### config.mk
export PLATFORM = sky130hd
export DESIGN_NAME = imem_loader
export DESIGN_NICKNAME = d
export VERILOG_FILES = /design/src/rtl/imem_loader_pkg.sv /design/src/rtl/imem_loader_counter.sv /design/src/rtl/imem_loader.sv
export SDC_FILE = /design/constraint.sdc
export NUM_CORES = 1
export LEC_CHECK = 0
export BUFFER_PORTS_ARGS = -buffer_cell sky130_fd_sc_hd__clkbuf_2
export CAP_MARGIN = 15
export CORE_MARGIN = 10
export CORE_UTILIZATION = 49
export DETAILED_ROUTE_END_ITERATION = 6
export PLACE_DENSITY = 0.92
export SYNTH_ARGS = -nofsm -noshare
export SYNTH_HDL_FRONTEND = slang
export SYNTH_SLANG_ARGS = --single-unit
### constraint.sdc
create_clock -name clk -period 2.2 [get_ports clk]
set_input_delay 0.11 -clock clk [delete_from_list [all_inputs] [get_ports clk]]
set_output_delay 0.11 -clock clk [all_outputs]
set_load 0.05 [all_outputs]
### src/rtl/imem_loader_pkg.sv
// Shared definitions for the instruction-memory loader: default word width and
// address map (also used by the CPU fetch path), FSM state type, counter sizing.
package imem_loader_pkg;

    localparam int unsigned XLEN_DEF      = 32;
    localparam int unsigned BASE_ADDR_DEF = 32'h0000_0000;
    localparam int unsigned ADDR_STEP_DEF = 4;

    typedef enum logic [2:0] {
        ST_IDLE = 3'd0,
        ST_HDR  = 3'd1,
        ST_LOAD = 3'd2,
        ST_HOLD = 3'd3,
        ST_RUN  = 3'd4,
        ST_DONE = 3'd5,
        ST_ERR  = 3'd6
    } state_e;

    // Width able to hold 0..max_val, never narrower than one bit.
    function automatic int unsigned cnt_width(input int unsigned max_val);
        return (max_val < 2) ? 1 : $clog2(max_val + 1);
    endfunction

endpackage

### src/rtl/imem_loader_counter.sv
// Synchronous up-counter with clear, enable and a terminal-count compare
// against a run-time terminal value.
module loader_counter #(
    parameter int unsigned WIDTH = 8
) (
    input  logic             clk,
    input  logic             rst,
    input  logic             clr_i,
    input  logic             en_i,
    input  logic [WIDTH-1:0] term_i,
    output logic [WIDTH-1:0] cnt_o,
    output logic             tc_o
);

    logic [WIDTH-1:0] cnt_q;
    logic [WIDTH-1:0] cnt_d;

    always_comb begin
        cnt_d = cnt_q;
        if (clr_i) begin
            cnt_d = '0;
        end else if (en_i) begin
            cnt_d = cnt_q + 1'b1;
        end
    end

    always_ff @(posedge clk) begin
        if (rst) begin
            cnt_q <= '0;
        end else begin
            cnt_q <= cnt_d;
        end
    end

    assign cnt_o = cnt_q;
    assign tc_o  = (cnt_q == term_i);

endmodule

### src/rtl/imem_loader.sv
// Streams a program image into instruction memory while holding the CPU in
// reset, then releases it after a hold window and optionally runs it for a budget.
module imem_loader
    import imem_loader_pkg::*;
#(
    parameter int unsigned XLEN            = XLEN_DEF,
    parameter int unsigned DEPTH           = 64,
    parameter int unsigned BASE_ADDR       = BASE_ADDR_DEF,
    parameter int unsigned ADDR_STEP       = ADDR_STEP_DEF,
    parameter bit          LEN_FROM_HEADER = 1'b1,
    parameter int unsigned RST_HOLD        = 1,
    parameter int unsigned RUN_CYCLES      = 0
) (
    input  logic                         clk,
    input  logic                         rst,
    input  logic                         start,
    input  logic                         s_valid,
    output logic                         s_ready,
    input  logic [XLEN-1:0]              s_data,
    output logic                         IM_we,
    output logic [XLEN-1:0]              IM_addr,
    output logic [XLEN-1:0]              IM_data,
    output logic                         cpu_rst,
    output logic                         busy,
    output logic                         done,
    output logic                         err,
    output logic [$clog2(DEPTH+1)-1:0]   words_loaded
);

    localparam int unsigned WW = $clog2(DEPTH + 1);
    localparam int unsigned HW = cnt_width(RST_HOLD);
    localparam int unsigned RW = cnt_width(RUN_CYCLES);
    localparam logic [HW-1:0] HOLD_LAST = HW'((RST_HOLD == 0) ? 0 : RST_HOLD - 1);
    localparam logic [RW-1:0] RUN_LAST  = RW'((RUN_CYCLES == 0) ? 0 : RUN_CYCLES - 1);

    state_e            state_q;
    state_e            state_d;
    logic [WW-1:0]     n_q;
    logic              s_ready_q;
    logic              cpu_rst_q;
    logic              busy_q;
    logic              done_q;
    logic              err_q;
    logic              im_we_q;
    logic [XLEN-1:0]   im_addr_q;
    logic [XLEN-1:0]   im_data_q;

    logic              accept;
    logic              start_ok;
    logic              hdr_bad;
    logic              in_load;
    logic              in_hold;
    logic              in_run;

    logic [WW-1:0]     idx_cnt;
    logic              idx_tc;
    logic [HW-1:0]     hold_cnt;
    logic              hold_tc;
    logic [RW-1:0]     run_cnt;
    logic              run_tc;
    logic              unused_cnt;

    assign accept   = s_valid && s_ready_q;
    assign start_ok = start && ((state_q == ST_IDLE) || (state_q == ST_DONE) ||
                                (state_q == ST_ERR));
    assign hdr_bad  = (s_data == '0) || (s_data > XLEN'(DEPTH));
    assign in_load  = (state_q == ST_LOAD);
    assign in_hold  = (state_q == ST_HOLD);
    assign in_run   = (state_q == ST_RUN);

    // Word index doubles as the words_loaded count: it advances on the same
    // edge that registers the IM write, so both become visible together.
    loader_counter #(.WIDTH(WW)) u_idx_cnt (
        .clk    (clk),
        .rst    (rst),
        .clr_i  (start_ok),
        .en_i   (in_load && accept),
        .term_i (n_q - 1'b1),
        .cnt_o  (idx_cnt),
        .tc_o   (idx_tc)
    );

    loader_counter #(.WIDTH(HW)) u_hold_cnt (
        .clk    (clk),
        .rst    (rst),
        .clr_i  (!in_hold),
        .en_i   (in_hold),
        .term_i (HOLD_LAST),
        .cnt_o  (hold_cnt),
        .tc_o   (hold_tc)
    );

    loader_counter #(.WIDTH(RW)) u_run_cnt (
        .clk    (clk),
        .rst    (rst),
        .clr_i  (!in_run),
        .en_i   (in_run && (RUN_CYCLES != 0)),
        .term_i (RUN_LAST),
        .cnt_o  (run_cnt),
        .tc_o   (run_tc)
    );

    assign unused_cnt = ^{hold_cnt, run_cnt};

    always_comb begin
        state_d = state_q;
        case (state_q)
            ST_IDLE, ST_DONE, ST_ERR: begin
                if (start) begin
                    state_d = LEN_FROM_HEADER ? ST_HDR : ST_LOAD;
                end
            end
            ST_HDR: begin
                if (accept) begin
                    state_d = hdr_bad ? ST_ERR : ST_LOAD;
                end
            end
            ST_LOAD: begin
                if (accept && idx_tc) begin
                    state_d = ST_HOLD;
                end
            end
            ST_HOLD: begin
                if (hold_tc) begin
                    state_d = ST_RUN;
                end
            end
            ST_RUN: begin
                if ((RUN_CYCLES != 0) && run_tc) begin
                    state_d = ST_DONE;
                end
            end
            default: state_d = ST_IDLE;
        endcase
    end

    // All status outputs are decoded from the next state so they change on
    // the same edge as the state register.
    always_ff @(posedge clk) begin
        if (rst) begin
            state_q   <= ST_IDLE;
            n_q       <= '0;
            s_ready_q <= 1'b0;
            cpu_rst_q <= 1'b1;
            busy_q    <= 1'b0;
            done_q    <= 1'b0;
            err_q     <= 1'b0;
            im_we_q   <= 1'b0;
            im_addr_q <= XLEN'(BASE_ADDR);
            im_data_q <= '0;
        end else begin
            state_q   <= state_d;
            s_ready_q <= (state_d == ST_HDR) || (state_d == ST_LOAD);
            cpu_rst_q <= !((state_d == ST_RUN) || (state_d == ST_DONE));
            busy_q    <= (state_d == ST_HDR) || (state_d == ST_LOAD) ||
                         (state_d == ST_HOLD) || (state_d == ST_RUN);
            done_q    <= (state_d == ST_DONE);
            err_q     <= (state_d == ST_ERR);
            im_we_q   <= 1'b0;

            if (start_ok) begin
                n_q <= WW'(DEPTH);
            end
            if ((state_q == ST_HDR) && accept && !hdr_bad) begin
                n_q <= s_data[WW-1:0];
            end
            if (in_load && accept) begin
                im_we_q   <= 1'b1;
                im_addr_q <= XLEN'(BASE_ADDR) + XLEN'(idx_cnt) * XLEN'(ADDR_STEP);
                im_data_q <= s_data;
            end
        end
    end

    assign s_ready      = s_ready_q;
    assign cpu_rst      = cpu_rst_q;
    assign busy         = busy_q;
    assign done         = done_q;
    assign err          = err_q;
    assign IM_we        = im_we_q;
    assign IM_addr      = im_addr_q;
    assign IM_data      = im_data_q;
    assign words_loaded = idx_cnt;

endmodule

# Yosys cells after proc, flatten, opt, wreduce, memory -nomap -nowiden
# Index checks and enable logic that the tools add are counted.
dict set report op_classes {
  n_eq_ne 13
  muxes 9
  reduce_logical 21
  magnitude_cmp 1
  n_bitwise 1
  n_addsub 3
}
# cell n
set op_table {}
lappend op_table {{> comparator 32 x 7 -> 1 bit, second input constant} 1}
lappend op_table {{logical NOT 32 bit} 1}
lappend op_table {{equality test 3 bit, second input constant} 6}
lappend op_table {{two-way mux 3 bit} 5}
lappend op_table {{case mux 3 bit (5 select lines)} 1}
lappend op_table {{two-way mux 7 bit} 2}
lappend op_table {{equality test 3 x 2 -> 1 bit, second input constant} 4}
lappend op_table {{adder 7 x 1 -> 7 bit, second input constant} 1}
lappend op_table {{equality test 7 bit} 1}
lappend op_table {{logical OR 1 bit} 7}
lappend op_table {{subtractor 7 x 1 -> 7 bit, second input constant} 1}
lappend op_table {{equality test 3 x 1 -> 1 bit, second input constant} 2}
lappend op_table {{logical AND 1 bit} 6}
lappend op_table {{OR reduction 2 bit} 2}
lappend op_table {{logical NOT 3 bit} 1}
lappend op_table {{OR reduction 3 bit} 1}
lappend op_table {{logical NOT 1 bit} 2}
lappend op_table {{nonzero test 2 bit} 1}
lappend op_table {{adder 1 bit, second input constant} 1}
lappend op_table {{two-way mux 1 bit} 1}
lappend op_table {{inverter 1 bit} 1}
dict set report totals {
  ff_bits 63
  input_bits 36
  out_inout_bits 77
}

# Logic depth before layout (Yosys ltp)
# Gate-level depths: netlist of the first run.
dict set report logic_depth {
  depth_word 9
  depth_mapped 7
  depth_no_buf 7
}

# By module
# A second synthesis of the first run with hierarchy kept.
dict set report hier_totals {
  hier_cells 344
  hier_area_um2 2851.5
}
# mod n_inst area_per_inst_um2 cells_each
set modules_own_cells {}
lappend modules_own_cells {imem_loader 1 2447.3 300}
lappend modules_own_cells {{loader_counter at u_idx_cnt} 1 356.6 40}
lappend modules_own_cells {{loader_counter at u_hold_cnt} 1 47.5 4}

# Least setup slack after synthesis of the first run
# No wires, ideal clock.
dict set report synth_timing {
  path_type {register -> register}
  startpoint {register u_idx_cnt.cnt_q[4] (netlist: u_idx_cnt.cnt_o[4])}
  endpoint {register state_q[0]}
  required_time_ns 2.130
  synth_period_minus_slack_ns 1.983
  path_stages_with_launch 5
  setup_ns 0.070
  n_path_buf 0
  path_slack_ns 0.217
  arrival_time_ns 1.913
  path_cell_list {dfxtp_1 xnor2_1 or4_4 a2111o_1 a21oi_1}
}
dict set report synth_via {
  elab_chain_cells 4
}
# item line
set synth_rtl {}
lappend synth_rtl {{from (decl)} imem_loader_counter.sv:15} ;# logic [WIDTH-1:0] cnt_q;
lappend synth_rtl {{from (signal assigned)} imem_loader_counter.sv:31} ;# cnt_q <= cnt_d;
lappend synth_rtl {{equality test 7 bit} imem_loader_counter.sv:36} ;# assign tc_o = (cnt_q == term_i);
lappend synth_rtl {{logical AND 1 bit} imem_loader.sv:119} ;# if (accept && idx_tc) begin
lappend synth_rtl {{two-way mux 3 bit} imem_loader.sv:119}
lappend synth_rtl {{case mux 3 bit (5 select lines)} imem_loader.sv:107} ;# case (state_q)
lappend synth_rtl {{to (signal assigned)} imem_loader.sv:152} ;# state_q <= state_d;
lappend synth_rtl {{to (decl)} imem_loader.sv:36} ;# state_e state_q;
# Every way passes these cells.
# A chain may end at the register's enable or synchronous reset.

# Final worst setup path of the first run
dict set report layout_timing {
  startpoint {register s_ready_q (netlist: s_ready)}
  endpoint {register n_q[1]}
}
dict set report layout_via {
  elab_chain_cells 4
  word_cells_on_any_way 5
}
# item line
set layout_rtl {}
lappend layout_rtl {{from (decl)} imem_loader.sv:39} ;# logic s_ready_q;
lappend layout_rtl {{from (signal assigned)} imem_loader.sv:153} ;# s_ready_q <= (state_d == ST_HDR) || (state_d == ST_LOAD);
lappend layout_rtl {{logical AND 1 bit *} imem_loader.sv:63} ;# assign accept = s_valid && s_ready_q;
lappend layout_rtl {{logical AND 1 bit * (2 in a row)} imem_loader.sv:164} ;# if ((state_q == ST_HDR) && accept && !hdr_bad) begin
lappend layout_rtl {{two-way mux 7 bit / nonzero test 2 bit (equally long branches)} --}
lappend layout_rtl {{to (signal assigned)} imem_loader.sv:162} ;# n_q <= WW'(DEPTH);
lappend layout_rtl {{to (signal assigned)} imem_loader.sv:165} ;# n_q <= s_data[WW-1:0];
lappend layout_rtl {{to (decl)} imem_loader.sv:38} ;# logic [WW-1:0] n_q;
# Mark *: on every way between the ends. The rest lies on a longest branch, timed or not.

==> run summary, run 1 <==
status -> complete, no violations
Seq cells post-synth -> 63
Slew Viols, Final -> 0
WP data required -> 2.39 ns
drt total wl -> 7940 um
Hold Path Class -> primary input to flop
Max VDD drop -> 0.540 mV
cell-internal power -> 1.78 mW
launch point of the worst path -> s_ready$_SDFF_PP0_
CP max stage cell -> dfxtp_1
row count -> 27
CTS Root Cell -> clkbuf_8
Yosys cell types -> 46
die width -> 97 um
Levels on crit path -> 5
area of placed instances -> 3280 um^2
n_diodes -> 0
Pwr Total -> 2.43 mW
ANT nets after route -> 0
Logic pwr share -> 0.121
fmax -> 0.532 GHz
most common cell after layout, fill and taps aside -> clkbuf_2
Max FO, Critical Path -> 8
switching share of total power -> 0.268
Switch Pwr -> 651 uW
DR DRC count -> 0
Via Count -> 2703
HPWL after DPL -> 5870 um
initial antenna violation count -> 0
LEAKAGE -> 1.58 nW
Die ar. -> 9410 um^2
CTS max path bufs -> 2
initial drt markers -> 144
Synth Cell Area -> 2910 um^2
highest-count cells in the layout ignoring fill and taps -> 87 x clkbuf_2, 86 x nand2_1, 63 x dfxtp_1
Final Hold Fails -> 0
GPL Wtd Cong -> 0.843
worst hold stages -> 3
measured slew at the worst slew-check pin -> 0.680 ns
Resize count post-CTS -> 0
Clock power frac -> 0.397
R2R depth -> 5
Critical Path Source Type -> flop
Max transition margin -> 0.547
clk_lat worst skew -> 0.34 ns
Async S/R FF share, synth -> 0
first-pass GRT wire length -> 12800 um
Vias/cell -> 5.11
deepest level of the CTS H-tree -> 3
Flop pwr share -> 0.483
CP delay by family, top -> simple AND/OR/NAND/NOR gates
layout cells sized above 1 -> 0.243
Cell Chain, Critical Path -> nor4bb_1 > and4_1 > o2111ai_2 > mux2i_1 > nor2_1
Max Cap Viol -> 0
clock transition at the registers of the reported paths -> 0.07 ns
# IOs -> 113
ys flop type -> dfxtp_1
detail-routed net length per standard cell -> 15.0 um
synth warn -> 0
Bufs and invs on worst path -> 0
RSZ-0062 raised after global routing -> no
I/O Buffers -> 87
Seq/Total Area, Yosys -> 0.434
Pre-Repair DR Iteration Count -> 4
CTS tree -> done
Mapped Avg Cell Area -> 8.12 um^2
DIE HEIGHT -> 97 um
synthesized instance count -> 358
Core ar. -> 5640 um^2
endpoints failing setup -> 0
hold path startpoint -> s_data[18]
CTS Buf Count -> 9
Final TNS setup -> 0 ns
reg2reg start -> s_ready$_SDFF_PP0_
CP peak stage delay -> 0.47 ns
pwr dens -> 676 nW/um^2
Total GRT Usage -> 0.164
vias in the first global route -> 2642
clk sinks -> 63
Layout Skew -> 0.00733 ns
Arr. time, crit path -> 2.07 ns
Final Cell Area -> 3600 um^2
P&R area growth vs syn -> 23.9%
fin crit share -> 0.854
overflow left after global routing -> 0
Critical Path End Type -> flop
fin nets -> 490
largest net degree at the start of global routing -> 34
WS Path Type -> flop to flop
initial core utilization -> 0.515
minimum clock period after layout -> 1.88 ns
EDFF count, synth -> 0
## routing by layer
layer  share of wire  GRT usage  vias to the layer above
li1                -          -                     1334
met1            0.39      0.173                     1247
met2            0.50      0.273                      109
met3           0.098     0.0866                       13
met4           0.014     0.0519                        0
met5               0          0                        -
## power by group through the flow
stage	Sequential (mW)	Combinational, mW	Clock, mW
final	1.17	0.294	0.966
after floorplan	1.22	0.219	0
after global routing	1.18	0.314	1.03
after detailed placement	1.20	0.271	0
after CTS	1.17	0.291	0.988
after global placement	1.20	0.269	0
## timing repair
item / 4_1_cts / 5_1_grt
hold buffers: 13 / 0
hold endpoints to repair: 13 / 0
setup buffers: 0 / 0
## cells in the mapped netlist, drive strengths merged, types with 3 or more instances
library cell  instances  share of area
nor2                 25          0.035
o211ai                3         0.0078
nand2                86           0.11
a21o                  3         0.0078
inv                   4         0.0052
and3                  3         0.0065
xnor2                 9          0.027
dfxtp                63           0.43
clkbuf               15          0.023
and2                  3         0.0065
mux2i                 7          0.024
nor4                  7          0.017
buf                  29          0.072
nor3                  5         0.0086
nand3                 4         0.0069
a21oi                51          0.088
a21boi                4          0.010
xor2                  8          0.024
## state kept, by name, indices dropped and copies added, names as in the netlist, 3 cells and up
register and flops:
IM_data 32, state_q 3, u_idx_cnt.cnt_o 7, IM_addr 7, n_q 7
## path summary, 6_finish.rpt
kind	endpoint	slack, ns
setup / recovery	n_q[1]$_SDFFE_PP0P_	0.32
setup reg to reg	n_q[1]$_SDFFE_PP0P_	0.32
hold / removal	IM_data[18]$_SDFFE_PP0P_	0.006
hold reg to reg	IM_data[4]$_SDFFE_PP0P_	0.45
## cell families (layout without fill, tap and decap cells)
group / after synthesis / count (layout) / synth area share
AOI/OAI and AO/OA: 69 / 69 / 0.137
buffers and inverters: 49 / 124 / 0.103
xor gates and xnor gates: 17 / 17 / 0.0513
DFF: 63 / 63 / 0.434
adders and majority gates: 2 / 2 / 0.00861
muxes: 8 / 8 / 0.0280
and+or+nand+nor: 149 / 149 / 0.236
other: 1 / 25 / 0.00129
## tightest hold or removal path, delay by kind of cell
family,cells,cell delay (ns)
AO/OA/AOI/OAI,1,0.05
buffers and inverters,1,0.09
AND/OR/NAND/NOR,1,0.05
## layout make-up
cell class                      instances  area (um^2)
Clock buffer                           12          145
Clock inverter                          4         45.0
Inverter                                4         15.0
Tap cell                               72         90.1
Sequential cell                        63         1260
Timing Repair Buffer                  104          608
Fill cell                             470         2040
Multi-Input combinational cell        270         1430
## per-stage QoR
step | hold WS (ns) | worst slack (ns) | utilization | instances
after floorplan | 0.235 | 0.217 | - | 382
after global routing | 0.0000362 | 0.214 | 0.638 | 529
after global placement | 0.348 | 0.417 | 0.581 | 500
final | 0.00634 | 0.321 | 0.638 | 529
after CTS | 0.000668 | 0.347 | 0.638 | 529
after detailed placement | 0.353 | 0.362 | 0.581 | 500
No activity file was read; power rests on OpenSTA's default activity.
==> run 2: changes to the inputs <==
Settings changed: CTS_BUF_LIST from default to sky130_fd_sc_hd__clkbuf_16.
==> run summary, run 2 (synthesis results as in run 1) <==
GPL Wtd Cong -> 0.843 (unchanged)
# hold bufs at CTS -> 0 (-13)
Max transition margin -> 0.536 (-0.0107)
Layout Skew -> 0.00535 ns (-0.00198 ns)
Max Cap Viol -> 0 (unchanged)
Setup WS post-layout -> 0.334 ns (+0.0128 ns)
initial antenna violation count -> 0 (unchanged)
CTS Root Cell -> clkbuf_16
minimum clock period after layout -> 1.87 ns (-0.0128 ns)
Slew Viols, Final -> 0 (unchanged)
drt total wl -> 7760 um (-2.3%)
Pre-Repair DR Iteration Count -> 4 (unchanged)
Vias/cell -> 5.12 (+0.24%)
P&R area growth vs syn -> 22.5%
detail-routed net length per standard cell -> 15.0 um (+0.16%)
Flop pwr share -> 0.424 (-0.059)
Cell Chain, Critical Path -> nor4bb_1 > and4_1 > o2111ai_2 > mux2i_1 > nor2_1
Pwr Total -> 2.77 mW (+14%)
DR DRC count -> 0 (unchanged)
dpl ws -> 0.362 ns (unchanged)
initial core utilization -> 0.515 (unchanged)
most common cell after layout, fill and taps aside -> clkbuf_2
Switch Pwr -> 695 uW (+6.8%)
cell-internal power -> 2.08 mW (+17%)
row count -> 27 (unchanged)
switching share of total power -> 0.251 (-0.0168)
fin nets -> 477 (-2.7%)
DIE HEIGHT -> 97 um (unchanged)
deepest level of the CTS H-tree -> 3 (unchanged)
endpoints failing setup -> 0 (unchanged)
Core ar. -> 5640 um^2 (unchanged)
CP max stage cell -> dfxtp_1
Post-CTS Setup Inserts -> 0 (unchanged)
measured slew at the worst slew-check pin -> 0.696 ns (+0.0161 ns)
max FFs per register -> 32 (unchanged)
# IOs -> 113 (unchanged)
fmax -> 0.536 GHz (+0.68%)
CTS Buf Count -> 9 (unchanged)
CTS tree -> done
Logic pwr share -> 0.099 (-0.022)
Max VDD drop -> 0.635 mV (+17%)
clk_lat worst skew -> 0.32 ns (-0.02 ns)
Clock power frac -> 0.476 (+0.079)
largest net degree at the start of global routing -> 34 (unchanged)
WP data required -> 2.37 ns (-0.02 ns)
clk sinks -> 63 (unchanged)
Total GRT Usage -> 0.158 (-0.00543)
layout cells sized above 1 -> 0.248 (+0.00486)
die width -> 97 um (unchanged)
overflow left after global routing -> 0 (unchanged)
clock transition at the registers of the reported paths -> 0.05 ns (-0.02 ns)
Final TNS setup -> 0 ns (unchanged)
Critical Path Source Type -> flop
Via Count -> 2643 (-2.2%)
LEAKAGE -> 1.57 nW (-0.34%)
CP peak stage delay -> 0.46 ns (about the same)
CP delay by family, top -> simple AND/OR/NAND/NOR gates
Max FO, Critical Path -> 8 (unchanged)
first-pass GRT wire length -> 12500 um (-2.7%)
WS Path Type -> flop to flop
Final Hold Fails -> 0 (unchanged)
Hold Path Class -> primary input to flop
pwr dens -> 779 nW/um^2 (+15%)
CTS max path bufs -> 2 (unchanged)
initial drt markers -> 146 (+1.4%)
n_diodes -> 0 (unchanged)
post-layout util -> 0.631 (-0.00688)
Resize count post-CTS -> 0 (unchanged)
Arr. time, crit path -> 2.03 ns (-0.04 ns)
Bufs and invs on worst path -> 0 (unchanged)
status -> complete, no violations
ANT nets after route -> 0 (unchanged)
Die ar. -> 9410 um^2 (unchanged)
highest-count cells in the layout ignoring fill and taps -> 87 x clkbuf_2, 86 x nand2_1, 63 x dfxtp_1
HPWL after DPL -> 5870 um (unchanged)
fin crit share -> 0.848 (-0.00580)
vias in the first global route -> 2595 (-1.8%)
RSZ-0062 raised after global routing -> no
Critical Path End Type -> flop
I/O Buffers -> 87 (unchanged)
==> run 2: changes by cell type in the layout (fill, tap and decap cells not counted) <==
| cell | delta |
|---|---|
| dlygate4sd3_1 | -13 |
| clkbuf_8 | -10 |
| clkbuf_16 | +9 |
| clkbuf_1 | -2 |
| inv_1 | +2 |
| clkinv_1 | +1 |
==> run 2: path summary, 6_finish.rpt <==
kind                            cells past startpoint                       end                    start  slack [ns]
worst max register to register                      5       n_q[1]$_SDFFE_PP0P_       s_ready$_SDFF_PP0_        0.33
worst max-delay path                                5       n_q[1]$_SDFFE_PP0P_       s_ready$_SDFF_PP0_        0.33
worst min-delay path                                3  IM_data[15]$_SDFFE_PP0P_               s_data[15]        0.02
worst min register to register                      2   IM_data[9]$_SDFFE_PP0P_  IM_data[9]$_SDFFE_PP0P_        0.45
==> run 2: through the flow <==
step | cell area (um^2) | instances | hold slack, ns
CTS | 3560 | 516 | 0.0117
finish | 3560 | 516 | 0.0185
global placement | 3280 | 500 | 0.348
global route | 3560 | 516 | 0.0128
detailed placement | 3280 | 500 | 0.353
floorplan | 3000 | 382 | 0.235
==> run 2: final cells by class <==
cell class                 count  area, um^2
timing repair buffer          91         478
clock inverter                 7        56.3
tap                           72        90.1
inverter                       4        15.0
clock buffer                   9         225
sequential                    63        1260
multi-input combinational    270        1430
fill                         484        2080
==> run 2: metal layers <==
| metal | up-vias | global-route usage | routed length (um) |
|---|---|---|---|
| li1 | 1311 | - | - |
| met1 | 1210 | 0.170 | 3170 |
| met2 | 104 | 0.259 | 3750 |
| met3 | 18 | 0.0809 | 697 |
| met4 | 0 | 0.0598 | 144 |
| met5 | - | 0 | 0 |
==> run 2: power groups by stage <==
stage	clock (mW)	combinational (mW)	sequential, mW
finish	1.32	0.276	1.18
global route	1.39	0.294	1.18
floorplan	0	0.219	1.22
detailed placement	0	0.271	1.20
global placement	0	0.269	1.20
CTS	1.34	0.273	1.18
==> run 2: worst min-delay path, delay by kind of cell <==
kind	cells	cell delay (ns)
compound gates	1	0.05
buf+inv	1	0.09
simple gates	1	0.05
